File: config.mk
export PLATFORM = sky130hd
export DESIGN_NAME = change_dispense
export DESIGN_NICKNAME = d
export VERILOG_FILES = /design/src/rtl/change_pkg.sv /design/src/rtl/coin_select.sv /design/src/rtl/change_dispense.sv
export SDC_FILE = /design/constraint.sdc
export NUM_CORES = 1
export LEC_CHECK = 0
export ABC_AREA = 1
export BUFFER_PORTS_ARGS = -buffer_cell sky130_fd_sc_hd__buf_4
export CAP_MARGIN = 10
export CORE_ASPECT_RATIO = 0.7
export CORE_MARGIN = 2
export CORE_UTILIZATION = 45
export DETAILED_ROUTE_END_ITERATION = 8
export GPL_TIMING_DRIVEN = 0
export HOLD_SLACK_MARGIN = 0.1
export PLACE_DENSITY = 0.75
export REMOVE_ABC_BUFFERS = 1
export SYNTH_ARGS = -nofsm -noshare
export SYNTH_HDL_FRONTEND = slang
export SYNTH_SLANG_ARGS = --single-unit
File: constraint.sdc
create_clock -name clk -period 5.19 [get_ports clk]
set_input_delay 0.7785 -clock clk [delete_from_list [all_inputs] [get_ports clk]]
set_output_delay 0.7785 -clock clk [all_outputs]
set_load 0.005 [all_outputs]
File: src/rtl/change_pkg.sv
// Shared types and constants for the change dispenser: FSM state encoding,
// coin denominations and the default currency width.
package change_pkg;

  localparam int DEF_CURRENCY_WIDTH = 7;

  localparam int COIN_20 = 20;
  localparam int COIN_10 = 10;
  localparam int COIN_5  = 5;
  localparam int COIN_1  = 1;

  typedef enum logic [2:0] {
    IDLE,
    CHECK,
    VEND,
    CHANGE,
    DONE
  } state_e;

endpackage

File: src/rtl/coin_select.sv
// Greedy coin picker: returns the largest denomination that fits in the credit,
// or zero when there is no credit left.
module coin_select
  import change_pkg::*;
#(
  parameter int W = DEF_CURRENCY_WIDTH
) (
  input  logic [W-1:0] credit,
  output logic [W-1:0] coin
);

  always_comb begin
    coin = '0;
    if (credit >= W'(COIN_20))      coin = W'(COIN_20);
    else if (credit >= W'(COIN_10)) coin = W'(COIN_10);
    else if (credit >= W'(COIN_5))  coin = W'(COIN_5);
    else if (credit >= W'(COIN_1))  coin = W'(COIN_1);
  end

endmodule

File: src/rtl/change_dispense.sv
// Purchase/refund sequencer: checks credit against price, vends, pays change
// one coin per handshake, then pulses currency_clear to zero the accumulator.
module change_dispense
  import change_pkg::*;
#(
  parameter int CURRENCY_WIDTH = DEF_CURRENCY_WIDTH
) (
  input  logic                      clk,
  input  logic                      rstn,
  input  logic [CURRENCY_WIDTH-1:0] total_currency,
  input  logic                      currency_avail,
  input  logic [CURRENCY_WIDTH-1:0] product_price,
  input  logic                      purchase_req,
  input  logic                      cancel_req,
  output logic                      product_valid,
  input  logic                      product_ready,
  output logic                      coin_valid,
  output logic [CURRENCY_WIDTH-1:0] coin_value,
  input  logic                      coin_ready,
  output logic                      currency_clear,
  output logic                      err_insufficient,
  output logic                      busy
);

  state_e                    state_q, state_d;
  logic [CURRENCY_WIDTH-1:0] credit_q, credit_d;
  logic [CURRENCY_WIDTH-1:0] price_q, price_d;
  logic                      err_q, err_d;
  logic [CURRENCY_WIDTH-1:0] coin_sel;
  logic [CURRENCY_WIDTH-1:0] credit_left;

  coin_select #(.W(CURRENCY_WIDTH)) u_coin_select (
    .credit (credit_q),
    .coin   (coin_sel)
  );

  assign credit_left = credit_q - coin_sel;

  always_comb begin
    state_d  = state_q;
    credit_d = credit_q;
    price_d  = price_q;
    err_d    = 1'b0;
    case (state_q)
      IDLE: begin
        if (purchase_req) begin
          if (currency_avail) begin
            credit_d = total_currency;
            price_d  = product_price;
            state_d  = CHECK;
          end else begin
            err_d = 1'b1;
          end
        end else if (cancel_req && currency_avail) begin
          credit_d = total_currency;
          state_d  = CHANGE;
        end
      end
      CHECK: begin
        if (credit_q >= price_q) begin
          credit_d = credit_q - price_q;
          state_d  = VEND;
        end else begin
          // Refused purchase leaves the credit in the accumulator: no clear.
          err_d   = 1'b1;
          state_d = IDLE;
        end
      end
      VEND: begin
        if (product_ready) state_d = (credit_q != '0) ? CHANGE : DONE;
      end
      CHANGE: begin
        if (coin_ready) begin
          credit_d = credit_left;
          if (credit_left == '0) state_d = DONE;
        end
      end
      DONE:    state_d = IDLE;
      default: state_d = IDLE;
    endcase
  end

  always_ff @(posedge clk or negedge rstn) begin
    if (!rstn) begin
      state_q  <= IDLE;
      credit_q <= '0;
      price_q  <= '0;
      err_q    <= 1'b0;
    end else begin
      state_q  <= state_d;
      credit_q <= credit_d;
      price_q  <= price_d;
      err_q    <= err_d;
    end
  end

  // Outputs decode registered state only, so ready never feeds valid/value.
  assign product_valid    = (state_q == VEND);
  assign coin_valid       = (state_q == CHANGE);
  assign coin_value       = coin_valid ? coin_sel : '0;
  assign currency_clear   = (state_q == DONE);
  assign busy             = (state_q != IDLE);
  assign err_insufficient = err_q;

endmodule

* After elaboration in Yosys (flattened, before gate mapping) *
Cells that the tools add are included.
Widths: inputs -> output; s select.

word-level totals
  flip-flop bits (word level) = 18
  input bits = 21
  output and inout bits = 12
  logic and storage cells = 54

cells by class
  add/sub/neg operators = 2
  order comparisons = 5
  eq/ne operators = 10
  mux-type cells = 24
  reductions and logical operators = 9

operators by type and width
  operator            count
  $mux 7              9
  $mux 3              7
  $pmux 7 s3          1
  $sub 7x7->7         2
  $pmux 3 s4          1
  $reduce_and 5->1    2
  $ge 7x1->1 const B  1
  $ge 7x3->1 const B  1
  $ge 7x4->1 const B  1
  $ge 7x5->1 const B  1
  $ge 7x7->1          1
  $logic_not 7->1     1
  $reduce_bool 7->1   1
  $eq 3x2->1 const B  2
  $ne 2x1->1 const B  3
  $ne 3x3->1 const B  2
  $reduce_bool 3->1   2
  $mux 1              4
  $eq 3x1->1 const B  1
  $eq 3x3->1 const B  1
  $logic_not 3->1     1
  $reduce_and 3->1    1
  $mux 2              1
  $ne 2x2->1 const B  1
  other kinds (2)     2

* Logic depth before layout (Yosys ltp) *
Gate-level depths: netlist of run 1.

  depth after elaboration = 10
  mapped depth = 19
  depth with buffers taken out = 19

* Modules after synthesis *
Synthesis of run 1 repeated with hierarchy kept, for this count alone.

second synthesis, totals
  cell total of the unflattened synthesis = 293
  area, all modules = 1876.8 µm²

by module, submodules not included
  module           times used  cells an instance  area an instance (µm²)  seq. area each (µm²)
  change_dispense  1           266                1755.4                  450.4
  coin_select      1           27                 121.4                   0.0

* Worst setup path before layout of run 1 *
OpenSTA, ideal clock, no wires.

  path kind = register -> register
  from = register credit_q[5]
  to = register state_q[1]
  setup time = 0.117 ns
  data arrival time = 2.184 ns
  required time = 5.073 ns
  path slack = 2.889 ns
  cell stages (with the launch flop) = 17
  buffers on the path = 0
  clock period less this slack = 2.301 ns
  cells stage by stage = dfrtp_1 -> nor2_1 -> nand3_1 -> nor2_1 -> inv_1 -> nand2_1 -> inv_1 -> ha_1 -> fa_1 -> inv_1 -> nand3_1 -> nand3_1 -> nand2_1 -> nand3_1 -> nand4_1 -> nand2_1 -> nand2_1

on the way
  cells in the longest elaborated chain, start to end = 9
  elaborated cells on any way between the ends = 18
  classes of those cells = add/sub: 1; order compare: 5; eq/ne: 1; mux: 8; reduce/logical: 3

RTL lines
  what                        RTL line               source
  start, declared             change_dispense.sv:26  logic [CURRENCY_WIDTH-1:0] credit_q, credit_d;
  start signal, assigned      change_dispense.sv:91  credit_q <= credit_d;
  $ge 7x1->1                  coin_select.sv:17      else if (credit >= W'(COIN_1)) coin = W'(COIN_1);
  $mux 1                      coin_select.sv:17
  $mux 7                      coin_select.sv:16      else if (credit >= W'(COIN_5)) coin = W'(COIN_5);
  $mux 7                      coin_select.sv:15      else if (credit >= W'(COIN_10)) coin = W'(COIN_10);
  $mux 7                      coin_select.sv:14      if (credit >= W'(COIN_20)) coin = W'(COIN_20);
  $sub 7x7->7                 change_dispense.sv:37  assign credit_left = credit_q - coin_sel;
  $logic_not 7->1             change_dispense.sv:75  if (credit_left == '0) state_d = DONE;
  $ne 2x1->1 (no line)        --
  $reduce_and 5->1 (no line)  --
  end signal, assigned        change_dispense.sv:90  state_q <= state_d;
  end, declared               change_dispense.sv:25  state_e state_q, state_d;

Several ways; a longest one is shown, not always the timed one. The select of a mux whose other input is x is not followed.
A chain may end at the register's enable or synchronous reset.

* Final worst setup path of run 1 *
  from = register credit_q[5]
  to = register state_q[0]

Same word-level chain as after synthesis.

==> qor.csv, run 1 <==
metric;value;unit
outcome;finished, final reports clean;
Final Instance Area;2000;sq um
fraction of the yosys area taken by sequential cells;26.4;%
VDD IR max;426;uV
Seq cells post-synth;18;
# setup viols final;0;
xor/xnor cell area share of the yosys netlist;0.513;%
CTS tree;done;
Fin. Hold Viols;0;
Area contributors post-synth;dfrtp_1 26%, nand2_1 15%, inv_1 9.9%, ha_1 8.8%, nor2_1 6.8%;
EDFF count, synth;0;
Post-CTS Setup Inserts;0;
DP Wirelength;3250;um
die area;4310;sq um
Initial Util;47.7;%
post-cts gate resize count;0;
switching share of power;53.9;%
Tmin final;2.82;ns
Least-Margin Pin Slew;0.504;ns
largest net degree at the start of global routing;19;
Reg power frac;18.4;%
Detailed Route Iter0 Violations;38;
Arr. time, crit path;2.97;ns
R2R depth;18;
area grow syn2layout;17.3;%
Compound-Gate Fraction of Synth Area;10.3;%
Synth top area share;26.4;%
Vias/cell;4.96;
CTS clock-pin slew for the worst setup and hold paths;0.07;ns
unrepaired setup endpoints after global routing;false;
Comb power frac;75.2;%
Netlist Area Pre-Place;1710;sq um
leakage;0.00114;uW
first-pass GRT wire length;6800;um
Max Buffers Root-to-Sink;2;
RR Endpoint;state_q[0];
Most used DFF post-synth;dfrtp_1;
crit path cell chain;nor2_1 > nand3_1 > nor2_1 > inv_1 > nand2_1 > inv_1 > ha_1 > fa_1 > inv_1 > nand2_1 > nand2_1 > nand2_1 > nand3_1 > nand2_1 > inv_1 > nand4_1 > nand2_1 > nand2_1;
DP Area;1960;sq um
global route overflow;0;
Wirelength per Cell;11.4;um
Critical Path RT;5.34;ns
Yosys cell types;27;
HP Class;primary input to async pin;
via count;1705;
R2R setup slack;2.37;ns
Fillers;373;
CP endpoint kind;flip-flop;
Slowest cell on crit path;dfrtp_1;
part of the power in the clock network;6.5;%
antenna viol nets, final;0;
FFs w/ async S/R, synth;100;%
simple-gate share of the synthesized area;38.0;%
CTS Sinks;18;
adder-cell area share of the yosys netlist;11.1;%
Relative slew margins;66.3;%
RD Place Congestion;0.835;
largest area contributor in the netlist;dfrtp_1;
delay of the slowest critical-path stage;0.45;ns
pwr dens;758;nW/um^2
number of max-cap violations;0;
Syn Area/Cell;6.44;sq um
P_int;700;uW
CTS HTree Levels;1;
IO buf count;30;
fin crit share;54.3;%
launch point of the critical path;credit_q[5];
CP startpoint kind;flip-flop;
Core Region;3580;sq um
hold_buf cts;0;
CP Class;flip-flop to flip-flop;
Total Routing Usage GR;19.6;%
synthesis warning total;0;
cell mode on critical path;nand2_1;
max-slew violation count;0;
final setup TNS;0;ns
first-pass detailed-route iteration total;4;
most common cell in the synthesized netlist;nand2_1;
synthesized instance count;265;
top cells by count, synth;68 x nand2_1, 45 x inv_1, 31 x nor2_1;
ANT cells;0;
# placed instances;341;
Die Y;55.5;um
CTS buffer count;3;
root buf cell;clkbuf_8;
routed wire length;3920;um
mux share of post-synthesis cell area;0.660;%
Die X;77.6;um
FF-to-FF Start;credit_q[5];
non-filler instance count after layout;344;
initial antenna violation count;0;
CP endpoint;state_q[0];
Layout Skew;0.00355;ns
DRC violation count after routing;0;
clk_lat worst skew;0.25;ns
I/O Pins;33;
Rows;18;
Max Fclk;355;MHz
combinational family with the most area after synthesis;simple AND/OR/NAND/NOR gates;
layout cells sized above 1;17.0;%
sw power;818;uW
vias in the first global route;1520;
CP Max Fanout;6;
final net count;331;
## sequential cells by signal (all words and copies together), names as in the netlist
name	count
price_q	7
state_q	3
err_insufficient	1
credit_q	7
## metal layers
layer	track usage [%]	share of wire [%]
met4	3.06	0.41
met3	4.25	7.3
met1	28.1	50
met2	30.8	42
met5	0	0
## cell type report
class	count	area (sq um)	area share, %
timing repair buffer	30	225	11.3
inverter	47	181	9.06
tap	50	62.6	3.13
sequential	18	450	22.5
clock buffer	3	41.3	2.06
multi-input combinational	196	1040	52.0
## kinds of logic (layout without fill, tap and decap cells)
logic type,count (synthesis),in the layout
AOI/OAI and AO/OA,33,33
xor gates and xnor gates,1,1
adders and majority gates,14,14
buffers and inverters,52,80
DFF,18,18
muxes,1,1
other,1,2
and+or+nand+nor,145,145
## cell usage in the layout, fill, tap and decap left out
cell type,Yosys,layout
inv_1,45,45
or2_2,3,3
xnor2_1,1,1
conb_1,1,2
inv_4,2,2
o21ai_1,1,1
dfrtp_1,18,18
nand3_1,23,23
nand2_4,1,1
a21oi_1,18,18
nand4_1,11,11
a21oi_2,2,2
nor2_1,31,31
o22ai_1,1,1
and2_4,1,1
nand2_2,2,2
o21ai_0,10,10
a31oi_1,1,1
nor2_4,2,2
nand2_1,68,68
mux2_2,1,1
fa_1,2,2
ha_1,12,12
buf_4,3,30
clkbuf_8,0,3
nor2_2,3,3
## metrics by stage
step                      util (%)  power (uW)  hold WS (ns)  setup slack [ns]
after global routing          55.9        1720         0.397              2.00
final                         55.9        1520         0.384              2.37
after CTS                     55.9        1520         0.401              2.39
after global placement        54.8        1390         0.497              2.43
after floorplan                  -        1150         0.483              2.89
after detailed placement      54.8        1410         0.506              2.41
## worst min path at each step
stage / slack (ns) / depth (start not counted) / end
finish: 0.38 / 1 / state_q[2]
global route: 0.40 / 1 / err_insufficient
CTS: 0.40 / 1 / credit_q[2]
detailed placement: 0.51 / 2 / price_q[2]
global placement: 0.50 / 2 / price_q[5]
floorplan: 0.48 / 0 / credit_q[0]
## critical path, delay by kind of cell (launching register included)
kind	cells	cell delay (ns)
adder cells (fa/ha/maj)	2	0.62
buffers and inverters	4	0.31
flip-flops	1	0.45
AND/OR/NAND/NOR	12	1.30
## power by group through the flow
| stage | Combinational, uW | Sequential, uW | Clock (uW) |
|---|---|---|---|
| final | 1140 | 279 | 98.6 |
| after global routing | 1320 | 290 | 108 |
| after CTS | 1140 | 280 | 102 |
| after detailed placement | 1130 | 283 | 0 |
| after global placement | 1110 | 281 | 0 |
| after floorplan | 886 | 263 | 0 |
Note: power is estimated with default switching activity, not from simulation.
==> run 2, diff against run 1 <==
ABC_AREA = 0   (was 1)
clock period = 2.6 ns   (was 5.19 ns; I/O delays follow)
==> run 2 against run 1 <==
Against the previous run:
- the flow now finishes with violations (setup timing)
- global-route usage is 2.8 points higher
- combinational power is 140% higher
- first-iteration DRC count is 87% higher
- synthesized cell count is 31% lower
- die area is 3.9% lower
- maximum frequency is 9.2% lower
- utilization is 5.6 points higher
- worst hold slack worse by 0.069 ns
- sequential power is 110% higher
- critical path type unchanged
- largest cell class unchanged
- highest routed layer unchanged
==> qor.csv, run 2 <==
metric;value;unit;change
outcome;complete, but fails checks;;was finished, final reports clean
violated checks;setup timing;;
Hold WS;0.315;ns;was 0.384 ns
Rows;18;;unchanged
fraction of the yosys area taken by sequential cells;27.5;%;was 26.4%
final net count;260;;was 331
root buf cell;clkbuf_8;;unchanged
area grow syn2layout;31.3;%;was 17.3%
Max Buffers Root-to-Sink;2;;unchanged
Detailed Route Iter0 Violations;71;;was 38
crit path cell chain;or4_4 > and3_4 > ha_4 > fa_2 > nor2b_4 > o22ai_2 > xnor2_2 > o41ai_2 > nand4_1 > o31a_1;;was nor2_1 > nand3_1 > nor2_1 > inv_1 > nand2_1 > inv_1 > ha_1 > fa_1 > inv_1 > nand2_1 > nand2_1 > nand2_1 > nand3_1 > nand2_1 > inv_1 > nand4_1 > nand2_1 > nand2_1
EDFF count, synth;0;;unchanged
most common cell after layout, fill and taps aside;buf_4;;was nand2_1
Yosys cell types;55;;was 27
Synth top area share;27.5;%;was 26.4%
CTS clock-pin slew for the worst setup and hold paths;0.07;ns;about the same
layout cells sized above 1;39.9;%;was 17.0%
CTS Sinks;18;;unchanged
Fin. Hold Viols;0;;unchanged
Vias/cell;5.63;;was 4.96
Worst Setup Slack, final;-0.505;ns;was 2.37 ns
Final Core Density;61.5;%;was 55.9%
unrepaired setup endpoints after global routing;true;;was false
top cells by count, synth;18 x dfrtp_1, 16 x nor2_1, 12 x ha_1, 12 x inv_1;;was 68 x nand2_1, 45 x inv_1, 31 x nor2_1
VDD IR max;1000;uV;was 426 uV
Fillers;301;;was 373
Core Region;3490;sq um;was 3580 sq um
Most used DFF post-synth;dfrtp_1;;unchanged
DP Wirelength;2870;um;was 3250 um
CP Class;flip-flop to flip-flop;;unchanged
die area;4140;sq um;was 4310 sq um
clk_lat worst skew;0.25;ns;about the same
global route overflow;0;;unchanged
routed wire length;4350;um;was 3920 um
metal3 WL;282;um;was 286 um
delay of the slowest critical-path stage;0.56;ns;was 0.45 ns
HP Class;primary input to flip-flop;;was primary input to async pin
vias in the first global route;1461;;was 1520
Syn Area/Cell;8.89;sq um;was 6.44 sq um
ANT cells;0;;unchanged
most common cell in the synthesized netlist;dfrtp_1;;was nand2_1
Wirelength per Cell;15.9;um;was 11.4 um
Die X;76.1;um;was 77.6 um
pwr dens;1630;nW/um^2;was 758 nW/um^2
CP Max Fanout;3;;was 6
Arr. time, crit path;3.25;ns;was 2.97 ns
commonest cells after routing, fill and taps aside;39 x buf_4, 16 x dfrtp_1, 14 x nor2_1, 12 x inv_1, 11 x nand2_1;;was 68 x nand2_1, 45 x inv_1, 31 x nor2_1, 30 x buf_4, 23 x nand3_1
DRC violation count after routing;0;;unchanged
first-pass GRT wire length;7070;um;was 6800 um
Seq cells post-synth;18;;unchanged
Total Routing Usage GR;22.4;%;was 19.6%
IO buf count;30;;unchanged
Relative slew margins;66.5;%;was 66.3%
# setup viols final;8;;was 0
first-pass detailed-route iteration total;4;;unchanged
antenna viol nets, final;0;;unchanged
Netlist Area Pre-Place;1640;sq um;was 1710 sq um
total power;3510;uW;was 1520 uW
synthesis warning total;0;;unchanged
met2 wire len;1980;um;was 1660 um
FFs w/ async S/R, synth;100;%;unchanged
Initial Util;46.8;%;was 47.7%
Tmin final;3.10;ns;was 2.82 ns
initial antenna violation count;0;;unchanged
CTS HTree Levels;1;;unchanged
Least-Margin Pin Slew;0.502;ns;was 0.504 ns
Area contributors post-synth;dfrtp_1 28%, ha_1 9.2%, mux2_2 4.8%, nor2_1 3.7%, mux2_1 3.4%;;was dfrtp_1 26%, nand2_1 15%, inv_1 9.9%, ha_1 8.8%, nor2_1 6.8%
Top Metal Used;met4;;unchanged
CTS tree;done;;unchanged
pre-CTS setup slack;-0.893;ns;was 2.41 ns
largest net degree at the start of global routing;19;;unchanged
Layout Skew;0.00317;ns;was 0.00355 ns
CP startpoint kind;flip-flop;;unchanged
number of max-cap violations;0;;unchanged
I/O Pins;33;;unchanged
via count;1537;;was 1705
Critical Path RT;2.74;ns;was 5.34 ns
Die Y;54.4;um;was 55.5 um
Slowest cell on crit path;or4_4;;was dfrtp_1
RD Place Congestion;0.817;;was 0.835
Metal-1 WL;2050;um;was 1960 um
top flop regs;credit_q: 7 flops, price_q: 7 flops, state_q: 3 flops;;unchanged
Max Fclk;322;MHz;was 355 MHz
CTS buffer count;3;;unchanged
max-slew violation count;0;;unchanged
largest area contributor in the netlist;dfrtp_1;;unchanged
CP endpoint kind;flip-flop;;unchanged
fin crit share;119;%;was 54.3%
synthesized instance count;184;;was 265
leakage;0.000977;uW;was 0.00114 uW
-- run 2: report_power, final --
group          total (uW)  internal [uW]  leakage [uW]  switching, uW
combinational        2710           1370      0.000735           1340
sequential            598            410      0.000221            187
clock                 199            103     0.0000216           95.8
total                3510           1890      0.000977           1620
-- run 2: layout make-up --
cell class	count	area, sq um	share of cell area (%)
tap	50	62.6	2.91
inverter	13	48.8	2.27
sequential	18	453	21.1
clock buffer	3	41.3	1.92
timing repair buffer	43	337	15.7
multi-input combinational	146	1200	56.1
-- run 2: cell families (layout without fill, tap and decap cells) --
family | Yosys count | after routing | share of synthesized area, %
AOI/OAI and AO/OA | 44 | 44 | 19.1
and+or+nand+nor | 64 | 64 | 21.5
other | 1 | 2 | 0.229
DFF | 18 | 18 | 27.5
xor gates and xnor gates | 8 | 8 | 4.28
muxes | 14 | 14 | 9.49
buffers and inverters | 21 | 59 | 6.20
adders and majority gates | 14 | 14 | 11.6
-- run 2: through the flow --
step	instance area [sq um]	setup TNS, ns	instances
after floorplan	1590	-1.67	177
final	2150	-2.50	273
after global routing	2150	-3.15	273
after global placement	1870	-3.61	257
after detailed placement	1870	-3.95	257
after CTS	2110	-1.98	273
-- run 2: layer usage --
layer  track usage, %  vias up
met5                0        -
met4             5.76        0
met3             5.12        6
met2             39.6       69
met1             28.8      718
li1                 -      744
-- run 2: path summary, 6_finish.rpt --
path                           startpoint  slack, ns          endpoint  cells after the start
min in group asynchronous            rstn       0.55        state_q[2]                      2
min reg2reg                    price_q[1]       0.51        price_q[1]                      1
max                           credit_q[0]      -0.50        state_q[0]                     10
max in group asynchronous            rstn       1.83       credit_q[1]                      2
min                        currency_avail       0.32  err_insufficient                      2
max reg2reg                   credit_q[0]      -0.50        state_q[0]                     10
-- run 2: critical path: cells and delay by family (launching register included) --
kind / cells / cell delay, ns
adder cells (fa/ha/maj): 2 / 0.55
AO/OA/AOI/OAI: 3 / 0.74
XOR/XNOR: 1 / 0.16
flip-flops: 1 / 0.42
AND/OR/NAND/NOR: 4 / 1.13
-- run 2: repair_timing --
item,4_1_cts,5_1_grt
pin swaps,15,4
gates cloned,0,0
hold endpoints to repair,18,0
hold buffers,1,0
buffers inserted,12,0
endpoints found under the setup margin,8,9
gates resized for setup,29,9
==> run 3, diff against run 2 <==
ABC_AREA = 1   (was 0)
==> run 3 against run 2 <==
Against the previous run:
- the run now ends clean
- clock-buffer cell count unchanged
- sequential power decreased by 7.0%
- utilization decreased by 0.32 points
- critical path depth increased by 5
- combinational power decreased by 4%
- global-route usage decreased by 2.9 points
- worst hold slack improved by 0.057 ns
- clock power about the same
- sequential cell count unchanged
- critical path type unchanged
- largest power group unchanged
==> qor.csv, run 3 (synthesis gave the netlist of run 1 again) <==
metric;value;unit;change
CP delay by family, top;simple AND/OR/NAND/NOR gates;;unchanged
fin crit share;96.0;%;was 119%
Tmin final;2.50;ns;was 3.10 ns
part of the power in the clock network;5.9;%;was 5.7%
commonest cells after routing, fill and taps aside;62 x nand2_1, 44 x inv_1, 42 x buf_4, 27 x nor2_1, 20 x nand3_1;;was 39 x buf_4, 16 x dfrtp_1, 14 x nor2_1, 12 x inv_1, 11 x nand2_1
Max Fclk;401;MHz;was 322 MHz
DP Wirelength;3250;um;was 2870 um
Reg power frac;16.6;%;was 17.0%
global route overflow;0;;unchanged
vias in the first global route;1519;;was 1461
final net count;344;;was 260
CP startpoint kind;flip-flop;;unchanged
# placed instances;341;;was 257
DRC violation count after routing;0;;unchanged
first-pass GRT wire length;6810;um;was 7070 um
RR Endpoint;state_q[1];;was state_q[0]
Cells on Worst Hold Path;3;;was 2
Relative slew margins;66.3;%;was 66.5%
ANT cells;0;;unchanged
Least-Margin Pin Slew;0.504;ns;was 0.502 ns
leakage;0.00120;uW;was 0.000977 uW
layout cells sized above 1;26.7;%;was 39.9%
Slowest cell on crit path;fa_2;;was or4_4
final setup TNS;0;ns;was -2.50 ns
pre-CTS setup slack;-0.180;ns;was -0.893 ns
CP Buf/Inv Count;3;;was 0
Vias/cell;5.06;;was 5.63
Die X;77.6;um;was 76.1 um
cell mode on critical path;nand2_1;;
initial antenna violation count;0;;unchanged
HP Class;primary input to flip-flop;;unchanged
top flop regs;credit_q: 7 flops, price_q: 7 flops, state_q: 3 flops;;unchanged
hold path endpoint;price_q[6];;was err_insufficient
Critical Path RT;2.75;ns;was 2.74 ns
clk_lat worst skew;0.26;ns;was 0.25 ns
Die Y;55.5;um;was 54.4 um
switching share of power;52.9;%;was 46.3%
Final Core Density;61.2;%;was 61.5%
R2R depth;15;;was 10
Total Routing Usage GR;19.5;%;was 22.4%
R2R setup slack;0.10;ns;was -0.50 ns
sw power;1770;uW;was 1620 uW
Hold WS;0.372;ns;was 0.315 ns
Wirelength per Cell;11.6;um;was 15.9 um
CP endpoint kind;flip-flop;;unchanged
CP Max Fanout;4;;was 3
Rows;18;;unchanged
IO buf count;30;;unchanged
CTS HTree Levels;1;;unchanged
Initial Util;47.7;%;was 46.8%
Max Buffers Root-to-Sink;2;;unchanged
# setup viols final;0;;was 8
Detailed Route Iter0 Violations;63;;was 71
Comb power frac;77.5;%;was 77.3%
Core Region;3580;sq um;was 3490 sq um
pwr dens;1530;nW/um^2;was 1630 nW/um^2
die area;4310;sq um;was 4140 sq um
first-pass detailed-route iteration total;4;;unchanged
number of max-cap violations;0;;unchanged
routed wire length;4150;um;was 4350 um
Fin. Hold Viols;0;;unchanged
VDD IR max;893;uV;was 1000 uV
via count;1806;;was 1537
most common cell after layout, fill and taps aside;nand2_1;;was buf_4
delay of the slowest critical-path stage;0.54;ns;was 0.56 ns
CTS buffer count;3;;unchanged
CP Class;flip-flop to flip-flop;;unchanged
Layout Skew;0.00426;ns;was 0.00317 ns
CTS tree;done;;unchanged
area grow syn2layout;28.4;%;was 31.3%
worst hold start;product_price[6];;was currency_avail
CTS Sinks;18;;unchanged
CTS clock-pin slew for the worst setup and hold paths;0.07;ns;about the same
Arr. time, crit path;2.65;ns;was 3.25 ns
antenna viol nets, final;0;;unchanged
max-slew violation count;0;;unchanged
Worst Setup Slack, final;0.104;ns;was -0.505 ns
RD Place Congestion;0.835;;was 0.817
crit path cell chain;buf_4 > nor2_1 > a31oi_1 > inv_1 > nand2_2 > inv_1 > ha_4 > fa_2 > nand2_1 > nor2_1 > nand3_1 > nand2_2 > nand4_1 > nand2_1 > nand2_1;;was or4_4 > and3_4 > ha_4 > fa_2 > nor2b_4 > o22ai_2 > xnor2_2 > o41ai_2 > nand4_1 > o31a_1
non-filler instance count after layout;357;;was 273
outcome;finished, final reports clean;;was complete, but fails checks
root buf cell;clkbuf_8;;unchanged
P_int;1580;uW;was 1890 uW
largest net degree at the start of global routing;19;;unchanged
I/O Pins;33;;unchanged
FF-to-FF Start;credit_q[1];;was credit_q[0]
==> run 3: cell types whose count changed in the layout (fill, tap and decap cells not counted), moves of 9 or more <==
cell     delta
nor2_1     +13
nand3_1    +16
nand2_1    +51
a21oi_1    +10
inv_1      +32
nand4_1     +9
==> run 3: repair_timing <==
item | in CTS | in global routing
resized for setup | 6 | 18
setup endpoints to repair | 5 | 7
hold buffers | 1 | 0
setup buffers | 1 | 11
pin swaps | 1 | 7
hold endpoints to repair | 18 | 0
==> run 3: tightest hold or removal path: cells and delay by family <==
kind | cells | cell delay, ns
AOI/OAI and AO/OA | 1 | 0.09
buffers and inverters | 1 | 0.07
and+or+nand+nor | 1 | 0.03
==> run 3: area by class of cell <==
cell class | instances | area [sq um]
Fill cell | 343 | 1390
Multi-Input combinational cell | 196 | 1130
Sequential cell | 18 | 454
Timing Repair Buffer | 43 | 325
Inverter | 47 | 181
Tap cell | 50 | 62.6
Clock buffer | 3 | 41.3
==> run 3: how the worst max path moves through the flow <==
stage,start,end,cells after the start,slack (ns)
2_1_floorplan,credit_q[5],state_q[1],16,0.30
3_3_place_gp,credit_q[5],state_q[0],16,-0.16
3_5_place_dp,credit_q[5],state_q[0],18,-0.18
4_1_cts,credit_q[6],state_q[0],15,0.02
5_1_grt,credit_q[1],state_q[1],15,-0.05
6_report,credit_q[1],state_q[1],15,0.10
==> run 3: per-layer routing <==
metal  vias up  GRT usage (%)  share of wire, %
met1       821           28.0                49
met2        57           30.8                44
li1        926              -                 -
met3         2           4.25               6.9
met4         0           3.06              0.39
met5         -              0                 0
==> run 3: per-stage QoR <==
| step | power (uW) | area, sq um |
|---|---|---|
| finish | 3350 | 2190 |
| global route | 3730 | 2190 |
| CTS | 3060 | 2030 |
| detailed placement | 2820 | 1960 |
| global placement | 2770 | 1960 |
| floorplan | 2290 | 1670 |
==> run 3: power by group through the flow <==
stage	combinational (uW)	clock, uW	sequential [uW]
final	2600	199	556
after CTS	2280	204	570
after global placement	2210	0	562
after detailed placement	2260	0	564
after global routing	2940	215	573
after floorplan	1770	0	526
